===== config.mk =====
export PLATFORM = sky130hd
export DESIGN_NAME = seq_modulus
export DESIGN_NICKNAME = d
export VERILOG_FILES = /design/src/rtl/seq_modulus_pkg.sv /design/src/rtl/seq_modulus_mod_step.sv /design/src/rtl/seq_modulus.sv
export SDC_FILE = /design/constraint.sdc
export NUM_CORES = 1
export LEC_CHECK = 0
export ABC_AREA = 1
export ABC_CLOCK_PERIOD_IN_PS = 4100
export BUFFER_PORTS_ARGS = -buffer_cell sky130_fd_sc_hd__buf_2
export CORE_MARGIN = 2
export CORE_UTILIZATION = 25
export DETAILED_ROUTE_END_ITERATION = 8
export PLACE_DENSITY = 0.43
export SETUP_SLACK_MARGIN = 0.02
export SKIP_CTS_REPAIR_TIMING = 1
export SYNTH_ARGS = -nofsm -noshare
export SYNTH_HDL_FRONTEND = slang
export SYNTH_SLANG_ARGS = --single-unit

===== constraint.sdc =====
create_clock -name clk -period 4.1 [get_ports clk]
set_input_delay 0.82 -clock clk [delete_from_list [all_inputs] [get_ports clk]]
set_output_delay 0.82 -clock clk [all_outputs]
set_load 0.1 [all_outputs]

===== src/rtl/seq_modulus_pkg.sv =====
// Shared state encoding for the sequential modulus/divide unit.
package seq_modulus_pkg;

    localparam int STATE_W = 2;

    typedef enum logic [STATE_W-1:0] {
        ST_IDLE = 2'd0,
        ST_CALC = 2'd1,
        ST_DONE = 2'd2
    } state_e;

endpackage


===== src/rtl/seq_modulus_mod_step.sv =====
// Single combinational restoring-division step: shift in one dividend bit,
// conditionally subtract the divisor, emit one quotient bit.
module mod_step #(
    parameter int WIDTH = 8
) (
    input  logic [WIDTH:0]   rem_i,
    input  logic             bit_i,
    input  logic [WIDTH-1:0] dsr_i,
    output logic [WIDTH:0]   rem_o,
    output logic             qbit_o
);

    logic [WIDTH:0] shifted;
    logic [WIDTH:0] dsr_ext;

    always_comb begin
        shifted = {rem_i[WIDTH-1:0], bit_i};
        dsr_ext = {1'b0, dsr_i};
        // rem_i stays below the divisor, so its top bit is a zero guard bit
        qbit_o  = rem_i[WIDTH] | (shifted >= dsr_ext);
        rem_o   = qbit_o ? (shifted - dsr_ext) : shifted;
    end

endmodule


===== src/rtl/seq_modulus.sv =====
// Multi-cycle unsigned modulus/divide unit, one quotient bit per clock.
// Optional macro SEQ_MODULUS_EARLY_EXIT_EN: Dividend<Divisor finishes without CALC.
module seq_modulus
    import seq_modulus_pkg::*;
#(
    parameter int WIDTH = 8,
    parameter int CNT_W = $clog2(WIDTH + 1)
) (
    input  logic             clk,
    input  logic             rst_n,
    input  logic             Start,
    input  logic [WIDTH-1:0] Dividend,
    input  logic [WIDTH-1:0] Divisor,
    output logic             Busy,
    output logic             Done,
    output logic [WIDTH-1:0] Modulus,
    output logic [WIDTH-1:0] Quotient,
    output logic             DivByZero
);

`ifdef SEQ_MODULUS_EARLY_EXIT_EN
    localparam bit EARLY_EXIT = 1'b1;
`else
    localparam bit EARLY_EXIT = 1'b0;
`endif

    state_e           state_q, state_d;
    logic [CNT_W-1:0] cnt_q, cnt_d;
    logic [WIDTH:0]   rem_q, rem_d;
    // Dividend bits shift out of the top while quotient bits shift in at the bottom
    logic [WIDTH-1:0] dvd_q, dvd_d;
    logic [WIDTH-1:0] dsr_q, dsr_d;
    logic [WIDTH-1:0] mod_q, mod_d;
    logic [WIDTH-1:0] quo_q, quo_d;
    logic             dbz_q, dbz_d;

    logic [WIDTH:0]   step_rem;
    logic             step_qbit;

    mod_step #(
        .WIDTH (WIDTH)
    ) u_step (
        .rem_i  (rem_q),
        .bit_i  (dvd_q[WIDTH-1]),
        .dsr_i  (dsr_q),
        .rem_o  (step_rem),
        .qbit_o (step_qbit)
    );

    always_comb begin
        state_d = state_q;
        cnt_d   = cnt_q;
        rem_d   = rem_q;
        dvd_d   = dvd_q;
        dsr_d   = dsr_q;
        mod_d   = mod_q;
        quo_d   = quo_q;
        dbz_d   = dbz_q;

        case (state_q)
            ST_IDLE, ST_DONE: begin
                if (Start) begin
                    dvd_d = Dividend;
                    dsr_d = Divisor;
                    rem_d = '0;
                    cnt_d = CNT_W'(WIDTH);
                    dbz_d = 1'b0;
                    if (Divisor == '0) begin
                        state_d = ST_DONE;
                        dbz_d   = 1'b1;
                        mod_d   = Dividend;
                        quo_d   = '1;
                    end else if (EARLY_EXIT && (Dividend < Divisor)) begin
                        state_d = ST_DONE;
                        mod_d   = Dividend;
                        quo_d   = '0;
                    end else begin
                        state_d = ST_CALC;
                    end
                end else begin
                    state_d = ST_IDLE;
                end
            end

            ST_CALC: begin
                rem_d = step_rem;
                dvd_d = {dvd_q[WIDTH-2:0], step_qbit};
                cnt_d = cnt_q - 1'b1;
                // Final step: results are taken straight from the step outputs
                if (cnt_q == CNT_W'(1)) begin
                    state_d = ST_DONE;
                    mod_d   = step_rem[WIDTH-1:0];
                    quo_d   = {dvd_q[WIDTH-2:0], step_qbit};
                end
            end

            default: state_d = ST_IDLE;
        endcase
    end

    always_ff @(posedge clk) begin
        if (!rst_n) begin
            state_q <= ST_IDLE;
            cnt_q   <= '0;
            rem_q   <= '0;
            dvd_q   <= '0;
            dsr_q   <= '0;
            mod_q   <= '0;
            quo_q   <= '0;
            dbz_q   <= 1'b0;
        end else begin
            state_q <= state_d;
            cnt_q   <= cnt_d;
            rem_q   <= rem_d;
            dvd_q   <= dvd_d;
            dsr_q   <= dsr_d;
            mod_q   <= mod_d;
            quo_q   <= quo_d;
            dbz_q   <= dbz_d;
        end
    end

    assign Busy      = (state_q == ST_CALC);
    assign Done      = (state_q == ST_DONE);
    assign Modulus   = mod_q;
    assign Quotient  = quo_q;
    assign DivByZero = dbz_q;

endmodule


# Word-level counts from Yosys, hierarchy flattened
# Cells that the tools add are included.
# word_totals
input_bits	19
reg_bits	48
out_inout_bits	19
# op_classes
n_eq_ne	6
reduce_logical	7
muxes	20
n_bitwise	1
add_sub_neg	2
order_cmp	1
# op_table
cell	count
$mux W8	7
$pmux W8 S2	3
$mux W9	2
$pmux W9 S2	1
$ge A9 B8 Y1	1
$sub A9 B8 Y9	1
$logic_not A8 Y1	1
$pmux W4 S2	1
$mux W2	3
$eq A4 B1 Y1 const B	1
$mux W4	1
$ne A2 B2 Y1 const B	2
$pmux W2 S2	1
$reduce_and A2 Y1	2
$reduce_and A4 Y1	1
$sub A4 B1 Y4 const B	1
$eq A2 B1 Y1 const B	1
$eq A2 B2 Y1 const B	1
$logic_not A2 Y1	1
$ne A2 B1 Y1 const B	1
$reduce_bool A2 Y1	1
$reduce_or A2 Y1	1
$mux W1	1
$or A1 B1 Y1	1

# Longest topological paths before layout
# Gate-level depths: netlist (run 1).
# depth
depth_word	5
mapped_depth	13

# Cells and area by module
# A second synthesis (run 1) with hierarchy kept.
# hier_totals
hier_cells	401
area_unflattened_um2	2650.0
# by_module_without_submodules
mod	cells_per_inst	area_each_um2	seq_area_each_um2	instances
seq_modulus	276	2019.4	960.9	1
mod_step	125	630.6	0.0	1

# Least setup slack after synthesis (run 1)
# Ideal clock, no wire load.
# synth_path
kind	flip-flop to output port
startpoint	register state_q[1]
endpoint	output port Done
slack_ns	1.625
n_path_buf	0
arrival_time_ns	1.655
path_stages_with_launch	3
cell_sequence	dfxtp_1 inv_1 nor2_1
# synth_between
elab_chain_len	1
# synth_rtl
item	line_no	source
start, declared	seq_modulus.sv:27	state_e state_q, state_d;
start signal, assigned	seq_modulus.sv:112	state_q <= state_d;
$eq A2 B2 Y1	seq_modulus.sv:124	assign Done = (state_q == ST_DONE);
end, declared	seq_modulus.sv:15	output logic Done,
# Every way passes these cells.

# Worst setup path in the final report (run 1)
# layout_path
startpoint	register state_q[0]
endpoint	output port Busy
# layout_between
elab_chain_len	1
# layout_rtl
item	line_no	source
$eq A2 B1 Y1	seq_modulus.sv:123	assign Busy = (state_q == ST_CALC);
end, declared	seq_modulus.sv:14	output logic Busy,
# Every way passes these cells.

==> results of run 1 <==
==> per-stage QoR <==
step                power, W  hold WS [ps]  std cells  cell area (sq um)  setup WS, ps
floorplan           0.000988           433        377               2580          1620
global placement     0.00111           453        540               2890          2000
detailed placement   0.00111           458        540               2890          2000
CTS                  0.00141           472        548               2990          1690
global route         0.00150           494        548               2990          1600
finish               0.00139           464        548               2990          1720
==> flip-flops by register name, summed over array words and instances (netlist names) <==
signal / cells
dvd_q: 8
state_q: 2
rem_q: 9
Quotient: 8
dsr_q: 8
Modulus: 8
DivByZero: 1
cnt_q: 4
==> worst min-delay path: cells and delay by family, from the launching register on <==
kind	cells	cell delay, ps
compound gates	1	60
flops	1	310
buf+inv	1	60
==> routing by layer <==
metal	global-route usage [%]	routed length, um	vias to the layer above	share of wire (%)
li1	-	-	1267	-
met1	17.6	3290	1133	47
met2	22.1	3360	35	48
met3	2.10	253	4	3.6
met4	3.10	50	0	0.72
met5	0	0	-	0
==> path summary, 6_finish.rpt <==
check                                start         end  slack [ps]  depth (start not counted)
worst min-delay path              dsr_q[3]    dsr_q[3]         460                          2
worst max register to register    rem_q[3]  Modulus[1]        2170                         11
worst min register to register    dsr_q[3]    dsr_q[3]         460                          2
worst max-delay path            state_q[0]        Busy        1720                          3
==> final cells by class <==
class / count / area (sq um) / share of cell area, %
sequential: 48 / 961 / 32.2
multi-input combinational: 258 / 1340 / 44.8
tap: 136 / 170 / 5.70
timing repair buffer: 39 / 200 / 6.70
clock inverter: 1 / 7.51 / 0.251
clock buffer: 7 / 86.3 / 2.89
inverter: 59 / 224 / 7.50
==> logic make-up after synthesis <==
kind of cell	after synthesis
fa+ha+maj	11
compound gates	54
buf+inv	71
simple gates	190
flops	48
xor+xnor	3
==> power groups by stage <==
stage                     Clock, W  Combinational (W)  Sequential (W)
final                     0.000300           0.000553        0.000540
after global routing      0.000337           0.000614        0.000546
after CTS                 0.000312           0.000559        0.000541
after detailed placement         0           0.000557        0.000551
after global placement           0           0.000558        0.000551
after floorplan                  0           0.000340        0.000648
==> cell usage in the layout, fill, tap and decap left out <==
master / instances
a211oi_1: 1
a21oi_1: 23
a21oi_4: 1
a31oi_1: 7
buf_2: 37
buf_4: 2
clkbuf_1: 1
clkbuf_8: 6
clkinv_1: 1
clkinvlp_4: 1
dfxtp_1: 48
fa_1: 1
ha_1: 10
inv_1: 55
inv_2: 2
inv_4: 1
nand2_1: 86
nand2_2: 2
nand2_4: 3
nand3_1: 24
nand3_2: 7
nand3_4: 1
nand4_1: 13
nor2_1: 52
nor2_4: 1
nor3_1: 1
o21ai_0: 20
o21ai_2: 1
o22ai_1: 1
xor2_1: 3
==> results.py, run 1 <==
metrics = {
    "worst_setup_path": {
        "crit_fanout": 15,
        "criticalPathCategory": "reg -> out",
        "critical_path_buf_inv_count": 2,
        "critPathArrivalTime_ps": 1560,
        "crit_path_start_kind": "flop",
        "cpPeakStageDelay_ps": 510,
        "cp.required_ps": 3280,
        "crit_path_cell_trace": "inv_2 > nor2_4 > buf_2",
        "end_kind": "output pin",
        "cp_top_family": "buffers and inverters",
        "slowest_stage": "buf_2",
    },
    "grt": {
        "grt_overflow": 0,
        "grt_pass1_vias": 2341,
        "antenna_found_initial": 0,
        "grt_usage_pct": 13.1,
        "grt_pass1_wl_mm": 11.7,
        "grt_max_degree": 29,
    },
    "logic_synthesis": {
        "yosys-top-cells-count": "86 x nand2_1, 55 x inv_1, 52 x nor2_1, 48 x dfxtp_1, 24 x nand3_1",
        "syn_inst": 377,
        "syn-num-nets": 407,
        "yosysSeqAreaShare_pct": 37.2,
        "synth_seq_cells": 48,
        "yosysUniqueCellTypes": 28,
        "synthXorXnorAreaFrac_pct": 1.02,
        "synth-edff-count": 0,
        "synth_top_area_cell": "dfxtp_1",
        "yosysTopAreaCellShare_pct": 37.2,
        "synth_top_family_by_area": "simple AND/OR/NAND/NOR gates",
        "synth_area_sq_um": 2580,
        "synth_compound_gate_area_share_pct": 11.5,
        "yosys_warnings": 0,
        "synth_simple_gate_area_share_pct": 33.7,
        "syn_area_per_cell_sq_um": 6.85,
        "synthArstFlopShare_pct": 0,
        "netlist_top_cells_area": "dfxtp_1 37%, nand2_1 13%, inv_1 8.0%, nor2_1 7.6%, ha_1 4.8%",
        "synthMuxAreaShare_pct": 0,
        "yosysMostFrequentCell": "nand2_1",
        "synth_flop_cell": "dfxtp_1",
        "synthAdderAreaFrac_pct": 5.62,
    },
    "clock_tree": {
        "cts_buffers": 5,
        "cts_root_buffer": "clkbuf_8",
        "cts_buffer_depth": 2,
        "clk_pin_slew_ps": 90,
        "cts_tree": "built",
        "clock-sinks": 48,
        "insertion_delay_ps": 300,
        "cts.htree.levels": 2,
    },
    "power": {
        "seqPwrFrac_pct": 38.8,
        "swShare_pct": 43.2,
        "p_clk_share_pct": 21.5,
        "pwr-share-comb_pct": 39.7,
        "leakagePower_nw": 1.47,
        "power.density_nw_per_um2": 466,
        "power.switching_w": 0.000602,
        "internal-power_w": 0.000791,
        "worst_ir_drop_vdd_mv": 0.143,
    },
    "timing": {
        "grt_setup_unrepaired": "false",
        "post-route-period-util_pct": 58.1,
        "finalHoldViolCount": 0,
        "setup_violations": 0,
        "max_freq_ghz": 0.420,
        "tns_ps": 0,
        "worstMarginPinSlew_ps": 714,
        "fin_crit_ps": 2380,
        "slew_headroom_pct": 52.4,
        "fin_skew_ps": 4.44,
        "slew_violations": 0,
    },
    "floorplanning": {
        "rows": 37,
        "chipWidth_um": 106,
        "ios": 38,
        "die_area_sq_um": 11200,
        "initial_utilization_pct": 25.4,
        "die_height_um": 106,
        "coreArea_sq_um": 10200,
    },
    "cells_and_area": {
        "n_antenna_cell": 0,
        "nets": 441,
        "layout-drive-gt1-share_pct": 15.8,
        "final_util_pct": 29.3,
        "fillers": 1167,
        "syn2layout_area_growth_pct": 15.7,
    },
    "job": {
        "maxCapViolCount": 0,
    },
    "route": {
        "wl_per_cell_um": 12.7,
        "via_per_inst": 4.45,
        "drt_iter0_markers": 88,
        "dr.pass1.iters": 4,
        "dr_total_vias": 2439,
        "ant_nets": 0,
        "drc": 0,
        "drt_wl_total_mm": 6.96,
    },
    "place": {
        "gp_congestion": 0.822,
        "port_buffers": 37,
        "place_hpwl_mm": 5.21,
    },
    "run_status": {
        "status": "complete, no violations",
    },
    "hold_path": {
        "hp-class": "reg -> reg",
    },
}
(Power assumes the default switching activity.)
==> run 2: changes to the inputs <==
- ABC_AREA: 1 -> 0
- ABC_CLOCK_PERIOD_IN_PS: 4100 -> 2000
- PLACE_DENSITY: 0.43 -> 0.45
- clock period: 4.1 -> 2 ns (I/O delays scaled with it)
==> results.py, run 2 <==
metrics = {
    "route": {
        "dr_total_vias": 2217,
        "dr.pass1.iters": 4,
        "drt_iter0_markers": 68,
        "drc": 0,
        "wl_per_cell_um": 14.5,
        "via_per_inst": 4.79,
        "drt_wl_total_mm": 6.69,
        "ant_nets": 0,
    },
    "place": {
        "place_hpwl_mm": 5.10,
        "port_buffers": 37,
        "gp_congestion": 0.817,
        "pre_cts_slack_ps": -109,
        "place_inst": 453,
    },
    "hold_path": {
        "worstHoldStart": "Divisor[4]",
        "hp-class": "in -> reg",
        "worst_hold_path.num_cells": 3,
        "worstHoldEndpoint": "dsr_q[4]",
    },
    "cells_and_area": {
        "fillers": 958,
        "multiInputGateArea_sq_um": 1500,
        "largest_reg_flops": 9,
        "final_common_cell": "nand2_1",
        "seq_area_sq_um": 971,
        "regMostFlops": "rem_q",
        "final_util_pct": 35.1,
        "stdcell_count": 463,
        "final_cell_mix": "56 x nand2_1, 40 x dfxtp_1, 36 x buf_2",
        "syn2layout_area_growth_pct": 37.0,
        "nets": 381,
        "layout-drive-gt1-share_pct": 36.6,
        "n_antenna_cell": 0,
    },
    "timing": {
        "fin_skew_ps": 10.7,
        "slew_violations": 0,
        "slew_headroom_pct": 63.8,
        "max_freq_ghz": 0.487,
        "setup_violations": 3,
        "worstMarginPinSlew_ps": 543,
        "worst_slack_ps": -54.6,
        "tns_ps": -102,
        "post-route-period-util_pct": 103,
        "grt_setup_unrepaired": "true",
        "fin_crit_ps": 2050,
        "finalHoldViolCount": 0,
    },
    "worst_setup_path": {
        "crit_fanout": 2,
        "cpPeakStageDelay_ps": 380,
        "slowest_stage": "or3_4",
        "end_kind": "flop",
        "critPathArrivalTime_ps": 2220,
        "crit_path_cell_trace": "inv_2 > ha_4 > inv_2 > fa_2 > and3_4 > o21ai_2 > a21boi_1 > or3_4 > a31oi_4 > a2111oi_4",
        "critical_path_buf_inv_count": 2,
        "r2r-start": "dvd_q[7]",
        "cp_top_family": "simple AND/OR/NAND/NOR gates",
        "crit_path_start_kind": "flop",
        "criticalPathCategory": "reg -> reg",
        "crit_top_cell": "inv_2",
        "r2r_end": "Modulus[6]",
        "reg2reg_depth": 10,
        "cp.required_ps": 2170,
        "r2r_slack_ps": -50,
    },
    "floorplanning": {
        "ios": 38,
        "coreArea_sq_um": 9150,
        "rows": 35,
        "initial_utilization_pct": 25.6,
        "die_area_sq_um": 10200,
        "die_height_um": 101,
        "chipWidth_um": 101,
    },
    "logic_synthesis": {
        "synth-edff-count": 0,
        "synthArstFlopShare_pct": 0,
        "synth_area_sq_um": 2350,
        "yosysUniqueCellTypes": 43,
        "yosysMostFrequentCell": "nand2_1",
        "yosys-top-cells-count": "58 x nand2_1, 48 x dfxtp_1, 26 x a21oi_1, 22 x nor2_1, 14 x clkbuf_1",
        "yosysSeqAreaShare_pct": 41.0,
        "yosys_warnings": 0,
        "synth_flop_cell": "dfxtp_1",
        "synth_top_area_cell": "dfxtp_1",
        "syn-num-nets": 320,
        "syn_area_per_cell_sq_um": 8.09,
        "yosysTopAreaCellShare_pct": 41.0,
        "netlist_top_cells_area": "dfxtp_1 41%, nand2_1 9.3%, a21oi_1 5.5%, ha_1 5.3%, nor2_1 3.5%",
        "syn_inst": 290,
        "synth_seq_cells": 48,
    },
    "grt": {
        "grt_max_degree": 25,
        "antenna_found_initial": 0,
        "grt_pass1_vias": 2124,
        "grt_overflow": 0,
        "grt_pass1_wl_mm": 10.9,
        "grt_usage_pct": 13.7,
    },
    "power": {
        "leakagePower_nw": 1.29,
        "worst_ir_drop_vdd_mv": 0.366,
        "power.density_nw_per_um2": 905,
    },
    "run_status": {
        "failed_checks": "negative setup slack",
        "status": "finished, violations left",
    },
    "clock_tree": {
        "cts_tree": "built",
        "insertion_delay_ps": 300,
        "cts_buffer_depth": 2,
        "cts.htree.levels": 2,
        "cts_root_buffer": "clkbuf_8",
        "clk_pin_slew_ps": 90,
        "cts_buffers": 5,
        "clock-sinks": 48,
    },
    "job": {
        "maxCapViolCount": 0,
    },
}
## run 2: cell types whose count changed in the layout (fill, tap and decap cells not counted), moves of 7 or more
| cell | before | now |
|---|---|---|
| dfxtp_2 | 0 | 8 |
| ha_4 | 0 | 7 |
| nand2_1 | 86 | 56 |
| dfxtp_1 | 48 | 40 |
| nand4_1 | 13 | 4 |
| ha_1 | 10 | 3 |
| a311oi_1 | 0 | 8 |
| nor2_1 | 52 | 20 |
| inv_1 | 55 | 8 |
| o21ai_0 | 20 | 8 |
| nand3_1 | 24 | 6 |
| buf_4 | 2 | 34 |
## run 2: kinds of logic after synthesis
group,after synthesis,synth area share [%]
compound gates,81,23.8
xor+xnor,3,1.12
fa+ha+maj,11,6.19
buf+inv,31,5.28
flops,48,41.0
mux,3,1.44
simple gates,113,21.2
## run 2: cell type report
| class | count | area share (%) |
|---|---|---|
| multi-input combinational | 211 | 46.7 |
| sequential | 48 | 30.2 |
| timing repair buffer | 71 | 14.2 |
| tap | 111 | 4.32 |
| clock buffer | 7 | 2.69 |
| inverter | 14 | 1.63 |
| clock inverter | 1 | 0.234 |
## run 2: worst max path at each step
stage | from | to | slack, ps | cells after the start
finish | dvd_q[7] | Modulus[6] | -50 | 10
global route | dvd_q[7] | Modulus[6] | -160 | 10
CTS | dvd_q[7] | Modulus[6] | -140 | 10
detailed placement | dvd_q[7] | Modulus[6] | -110 | 10
global placement | dvd_q[7] | Modulus[6] | -70 | 10
floorplan | dsr_q[6] | Modulus[3] | 7 | 9
## run 2: through the flow
step | power [W] | cell area (sq um) | hold slack (ps)
floorplan | 0.00179 | 2420 | 436
global placement | 0.00208 | 2920 | 445
detailed placement | 0.00208 | 2920 | 446
CTS | 0.00269 | 3020 | 328
global route | 0.00309 | 3210 | 319
finish | 0.00291 | 3210 | 334
## run 2: worst reg2reg max path, delay by kind of cell, from the launching register on
family	cells	cell delay, ps
DFF	1	330
adders and majority gates	2	480
buffers and inverters	2	90
and+or+nand+nor	2	540
AOI/OAI and AO/OA	4	480
## run 2: routing by layer
metal  GRT usage (%)  vias up  wire (um)
met5               0        -          0
met4            3.48        0         60
met3            2.50        8        214
met2            21.6       35       2960
met1            19.2     1025       3460
li1                -     1149          -
## run 2: power by group
group / internal (W) / switching, W / total, W / leakage, nW
clock network: 0.000282 / 0.000334 / 0.000616 / 0.0445
logic: 0.000542 / 0.000656 / 0.00120 / 0.855
registers: 0.00103 / 0.0000651 / 0.00109 / 0.395
total: 0.00185 / 0.00106 / 0.00291 / 1.29
